**config.mk**
```make
export PLATFORM = sky130hd
export DESIGN_NAME = wbs_node_table
export DESIGN_NICKNAME = d
export VERILOG_FILES = /design/src/rtl/wbs_node_table.sv
export SDC_FILE = /design/constraint.sdc
export NUM_CORES = 2
export LEC_CHECK = 0
export ABC_AREA = 1
export CAP_MARGIN = 25
export CORE_ASPECT_RATIO = 1.5
export CORE_MARGIN = 10
export CORE_UTILIZATION = 50
export CTS_CLUSTER_DIAMETER = 80
export DETAILED_ROUTE_END_ITERATION = 16
export PLACE_DENSITY_LB_ADDON = 0.12
export SLEW_MARGIN = 20
export SYNTH_ARGS = -nofsm -noshare
export SYNTH_HDL_FRONTEND = slang
export SYNTH_SLANG_ARGS = --single-unit
```
**constraint.sdc**
```tcl
create_clock -name clk -period 14.7 [get_ports clk]
set_clock_uncertainty 0.1 [all_clocks]
set_input_delay 2.94 -clock clk [delete_from_list [all_inputs] [get_ports clk]]
set_output_delay 2.94 -clock clk [all_outputs]
set_load 0.01 [all_outputs]
```
**src/rtl/wbs_node_table.sv**
```systemverilog
// rtl/wbs_node_table.sv - Wishbone-loaded KD-tree internal-node table with combinational traversal read port
module wbs_node_table #(
  parameter int          DATA_WIDTH = 11,
  parameter int          NUM_NODES  = 63,
  parameter int          ADDR_WIDTH = $clog2(NUM_NODES + 1),
  parameter logic [31:0] BASE_ADDR  = 32'h3004_0000,
  parameter logic [31:0] ADDR_MASK  = 32'hFFFF_0000
) (
  input  logic                  clk,
  input  logic                  rst_n,
  input  logic                  wbs_stb_i,
  input  logic                  wbs_cyc_i,
  input  logic                  wbs_we_i,
  input  logic [3:0]            wbs_sel_i,
  input  logic [31:0]           wbs_adr_i,
  input  logic [31:0]           wbs_dat_i,
  output logic                  wbs_ack_o,
  output logic [31:0]           wbs_dat_o,
  input  logic                  load_en,
  input  logic                  clear,
  input  logic [ADDR_WIDTH-1:0] rd_addr,
  output logic [DATA_WIDTH-1:0] rd_index,
  output logic [DATA_WIDTH-1:0] rd_median,
  output logic [ADDR_WIDTH-1:0] node_count,
  output logic                  nodes_loaded,
  output logic                  err
);

  localparam int                    ENTRY_W  = 2 * DATA_WIDTH;
  localparam logic [15:0]           MAX_OFF  = 16'(NUM_NODES);
  localparam logic [ADDR_WIDTH-1:0] MAX_ADDR = ADDR_WIDTH'(NUM_NODES);

  typedef enum logic {S_IDLE, S_ACK} state_t;

  state_t state_q, state_d;

  // Heap position p lives in entry p-1; position 0 has no storage.
  logic [ENTRY_W-1:0]    tbl [NUM_NODES];
  logic [NUM_NODES-1:0]  valid_q;
  logic [ADDR_WIDTH-1:0] count_q;
  logic                  err_q;

  logic                  ack_d;
  logic [31:0]           dat_d;

  logic [15:0]           offset;
  logic                  hit;
  logic                  in_range;
  logic [ADDR_WIDTH-1:0] idx;
  logic                  accept;
  logic                  commit;

  logic                  rd_ok;
  logic [ADDR_WIDTH-1:0] rd_idx;
  logic [ENTRY_W-1:0]    rd_entry;

  logic                  unused_bits;

  assign offset   = wbs_adr_i[15:0];
  assign hit      = wbs_cyc_i & wbs_stb_i & ((wbs_adr_i & ADDR_MASK) == BASE_ADDR);
  assign in_range = (offset != 16'd0) && (offset <= MAX_OFF);
  assign idx      = offset[ADDR_WIDTH-1:0] - ADDR_WIDTH'(1);
  assign accept   = (state_q == S_IDLE) && hit;
  // Clear takes priority over a same-cycle write.
  assign commit   = accept && wbs_we_i && in_range && load_en && !clear;

  assign unused_bits = ^{wbs_sel_i, wbs_dat_i[31:ENTRY_W]};

  always_ff @(posedge clk or negedge rst_n) begin
    if (!rst_n) begin
      state_q <= S_IDLE;
    end else begin
      state_q <= state_d;
    end
  end

  always_comb begin
    state_d = state_q;
    case (state_q)
      S_IDLE:  if (hit) state_d = S_ACK;
      S_ACK:   state_d = S_IDLE;
      default: state_d = S_IDLE;
    endcase
  end

  always_comb begin
    ack_d = 1'b0;
    dat_d = 32'd0;
    case (state_q)
      S_IDLE: begin
        if (hit) begin
          ack_d = 1'b1;
          if (!wbs_we_i && in_range) begin
            dat_d = 32'(tbl[idx]);
          end
        end
      end
      default: begin
        ack_d = 1'b0;
        dat_d = 32'd0;
      end
    endcase
  end

  always_ff @(posedge clk or negedge rst_n) begin
    if (!rst_n) begin
      wbs_ack_o <= 1'b0;
      wbs_dat_o <= 32'd0;
    end else begin
      wbs_ack_o <= ack_d;
      wbs_dat_o <= dat_d;
    end
  end

  always_ff @(posedge clk or negedge rst_n) begin
    if (!rst_n) begin
      for (int i = 0; i < NUM_NODES; i++) begin
        tbl[i] <= '0;
      end
    end else if (commit) begin
      tbl[idx] <= wbs_dat_i[ENTRY_W-1:0];
    end
  end

  // Count only first writes so the count can never exceed NUM_NODES.
  always_ff @(posedge clk or negedge rst_n) begin
    if (!rst_n) begin
      valid_q <= '0;
      count_q <= '0;
      err_q   <= 1'b0;
    end else if (clear) begin
      valid_q <= '0;
      count_q <= '0;
      err_q   <= 1'b0;
    end else begin
      if (commit && !valid_q[idx]) begin
        valid_q[idx] <= 1'b1;
        count_q      <= count_q + ADDR_WIDTH'(1);
      end
      if (accept && !in_range) begin
        err_q <= 1'b1;
      end
    end
  end

  assign rd_ok    = (rd_addr != '0) && (rd_addr <= MAX_ADDR);
  assign rd_idx   = rd_addr - ADDR_WIDTH'(1);
  assign rd_entry = rd_ok ? tbl[rd_idx] : '0;

  assign rd_index     = rd_entry[DATA_WIDTH-1:0];
  assign rd_median    = rd_entry[ENTRY_W-1:DATA_WIDTH];
  assign node_count   = count_q;
  assign nodes_loaded = (count_q == MAX_ADDR);
  assign err          = err_q;

endmodule

```
==> results list <==
* Run status: finished clean
- STA puts the critical path data arrival time at 8150 ps.
- Switching power as a share of total power: 0.294
- Dividing the detail-routed wire length by the instance count gives 25.0 um.
- Share of layout cells above drive strength 1: 0.0585
- The total count of hold-check failures in the final report was 0.
- Initial Util: 0.503
- Leaving out fill and tap cells, the most frequent cell in the layout is sky130_fd_sc_hd__nand2_1.
* Ys flop type: sky130_fd_sc_hd__dfrtp_1
- Leakage component of the power: 38.6 nW
- Min setup slack post-route: roughly 3500 ps
* Final max-slew violation count: 0
- STA puts the critical path data required time at 11660 ps.
* Proportion of synthesized flip-flops having asynchronous set or reset: 1.00
* Logic depth of the worst register-to-register path: 12
- Total negative slack: 0 ps
- Of the total power, the clock network draws 0.419.
- Synthesis-to-layout area growth: 8.67%
- The initial antenna violation count was 14.
- I/O pin cnt: 144
* Iteration-0 DRC Markers: around 12000
- Net switching power: 0.00279 W
* Fin cells: 13200
* X dimension of the die: 350 um
- CP Class: in2out
- Start point of the critical path: rd_addr[0]
* EDFF count, synth: 0
* Worst-case headroom to the max-slew limit: 0.196
- Core Area: 162000 um2
- Die Footprint: 180000 um2
- The first global-routing pass estimated about 490000 um of wire.
- The endpoint identified for the worst register-to-register timing path is tbl[1235].
- Detailed routing inserted a total of between 80000 and 90000 vias.
- Avg Inst Size Synth: 7.09 um2
* Worst reg-to-reg setup slack: 10550 ps
- The longest clock path from root to sink contains 3 buffers.
- The path class of the tightest hold or removal check is reg2reg.
* Number of standard cells after synthesis: 11500
* Number of clock sinks: 1479
* Total congestion overflow after global routing: 0
* Number of stages on the worst hold path: 2
- Clock root buffer master: sky130_fd_sc_hd__clkbuf_16
* Hold EP: tbl[1279]
- Category of the worst setup path launch point: input pin
* Part of the cycle the worst path needs: 0.761
- Maximum number of pins on one net before global-route repair: 181
* Worst supply voltage drop on vdd: 0.0000997 V
* Portion of the post-synthesis area used by sequential elements: 0.453
- TritonCTS built the clock tree.
* Tmin final: 11190 ps
* TritonCTS Buffers: 150
* GR Util All Layers: 0.358
* Router iterations before antenna repair: 8
- Power Dens Cells: 107 nW/um2
* Synth unique cells: 39
* Remaining routing DRC violations: 0
- Area of the mapped netlist: 81600 um2
- Number of standard-cell rows in the floorplan: 181
- RSZ-0062 raised after global routing: false
* Seq pwr share: 0.429
- Gates resized during post-CTS repair numbered 0.
* Postcts setup bufs: 0
- HPWL after detailed placement: 188000 um
- In this run the worst path has a maximum fanout of slightly below 90.
* Worst reg2reg startpoint: state_q
* Internal Pwr Total: 0.00670 W
- Critical hold path startpoint: tbl[1279]
* Die Y: roughly 510 um
* Number of vias per cell: 6.20
* F_max: 89.4 MHz
- Type of element capturing the critical path: output pin
* Post-CTS clock slew at the launch and capture registers of the worst setup and hold paths: 60 ps
* FILL cells: roughly 16000
- Clk Latency, worst-skew pair: 820 ps
- Timing analysis after detailed placement gives a worst setup slack of 3590 ps.
* Hold-fix buffers, CTS: 0
* Transition at the pin with the smallest max-transition slack: 1210 ps
* Number of nets with antenna violations after detailed routing: 0
* Number of global-route vias before repair: 76900
- Wires add up to 330000 um.
- Final setup violation count: 0
- Combinational Power Share: 0.152
* #FFs+latches synth: 1479
- Count of synthesis-stage warnings from yosys: 0
- The congestion estimate from routability-driven global placement came to 0.913.
- Max-Cap Viols: 0
- The number of placed instances, taps included, is 12900.
- Leaving out fill and tap cells, the most frequent cells in the layout are sky130_fd_sc_hd__nand2_1 (3345), sky130_fd_sc_hd__o21ai_0 (2198), sky130_fd_sc_hd__dfrtp_1 (1479).
- During placement, the flow inserted port buffers numbering 119.
* Layout Nets: between 10000 and 15000
- H-tree depth: 4
layer usage:
metal | routed length (um) | share of wire | up-vias | GRT usage
met4 | 25100 | 0.076 | 12 | 0.241
met1 | 123000 | 0.37 | 39000 | 0.443
met2 | 145000 | 0.44 | 5053 | 0.554
met5 | 84 | 0.00025 | - | 0
met3 | 37200 | 0.11 | 1203 | 0.0844
li1 | - | - | 36600 | -
how the worst max path moves through the flow:
stage,slack (ps),to
6_report,3510,rd_median[0]
5_1_grt,3410,rd_median[0]
4_1_cts,3570,rd_median[0]
2_1_floorplan,5730,rd_index[2]
3_5_place_dp,3590,rd_median[0]
3_3_place_gp,3580,rd_median[0]
through the flow:
step                      instance area (um2)  hold WS [ps]  utilization  total power (W)
final                                   88700           383        0.547          0.00949
after global routing                    88700           399        0.547          0.00975
after CTS                               88500           387        0.546          0.00947
after detailed placement                83600           372        0.515          0.00554
after global placement                  83300           366        0.513          0.00552
after floorplan                         81700           353            -          0.00492
synth_stat cells, types with 10 or more instances:
cell type	n	area, um2
sky130_fd_sc_hd__buf_2	152	761
sky130_fd_sc_hd__inv_1	607	2280
sky130_fd_sc_hd__or2_2	78	488
sky130_fd_sc_hd__buf_1	80	300
sky130_fd_sc_hd__nand3_2	39	390
sky130_fd_sc_hd__dfrtp_1	1479	37000
sky130_fd_sc_hd__nand4_1	132	826
sky130_fd_sc_hd__a31oi_1	11	68.8
sky130_fd_sc_hd__o211ai_1	122	916
sky130_fd_sc_hd__o21ai_1	80	400
sky130_fd_sc_hd__and3_1	10	62.6
sky130_fd_sc_hd__nand2_1	3367	12600
sky130_fd_sc_hd__a21boi_0	24	180
sky130_fd_sc_hd__nor2_1	744	2790
sky130_fd_sc_hd__o22ai_1	12	75.1
sky130_fd_sc_hd__a21boi_1	11	82.6
sky130_fd_sc_hd__nand3_1	960	4800
sky130_fd_sc_hd__buf_4	25	188
sky130_fd_sc_hd__o21ai_0	2198	11000
sky130_fd_sc_hd__o21bai_1	25	188
sky130_fd_sc_hd__a21oi_1	511	2560
sky130_fd_sc_hd__o21a_1	26	195
sky130_fd_sc_hd__clkbuf_1	746	2800
state kept, by name, summed over array words and instances, names as in the netlist:
signal and flops:
valid_q 63, state_q 1, err 1, tbl 1386
wbs_dat_o 22, node_count 6
kinds of logic after synthesis:
logic type      share of synthesized area
compound gates                      0.193
xor+xnor                          0.00129
fa+ha+maj                        0.000766
buf+inv                            0.0782
flops                               0.453
other cells                     0.0000459
simple gates                        0.274
layout make-up:
class                   count  area (um2)  area share
well taps                2104        2630      0.0297
clock buffers             222        4540      0.0512
clock inverters            38         415     0.00468
flip-flops and latches   1479       37000       0.417
diodes                      9        22.5    0.000254
repair buffers            318        3240      0.0365
inverters                 614        2350      0.0265
multi-input cells        8418       38500       0.434
power by group through the flow:
| stage | clock network, W | registers [W] | logic [W] |
|---|---|---|---|
| floorplan | 0 | 0.00415 | 0.000777 |
| global placement | 0 | 0.00415 | 0.00138 |
| detailed placement | 0 | 0.00415 | 0.00139 |
| CTS | 0.00400 | 0.00407 | 0.00140 |
| global route | 0.00415 | 0.00407 | 0.00153 |
| finish | 0.00397 | 0.00407 | 0.00145 |
worst max-delay path, stage by stage:
cell and delay (ps):
sky130_fd_sc_hd__buf_8 430, sky130_fd_sc_hd__inv_8 330, sky130_fd_sc_hd__ha_4 570, sky130_fd_sc_hd__buf_4 700
sky130_fd_sc_hd__buf_4 770, sky130_fd_sc_hd__a21oi_1 70, sky130_fd_sc_hd__o21ai_0 110, sky130_fd_sc_hd__nand3_1 110
sky130_fd_sc_hd__nand3_1 170, sky130_fd_sc_hd__nand3_1 190, sky130_fd_sc_hd__nand3_1 190, sky130_fd_sc_hd__nand2_1 110
sky130_fd_sc_hd__nor2_1 630, sky130_fd_sc_hd__clkdlybuf4s50_1 680
Power figures use the tool's default switching activity.
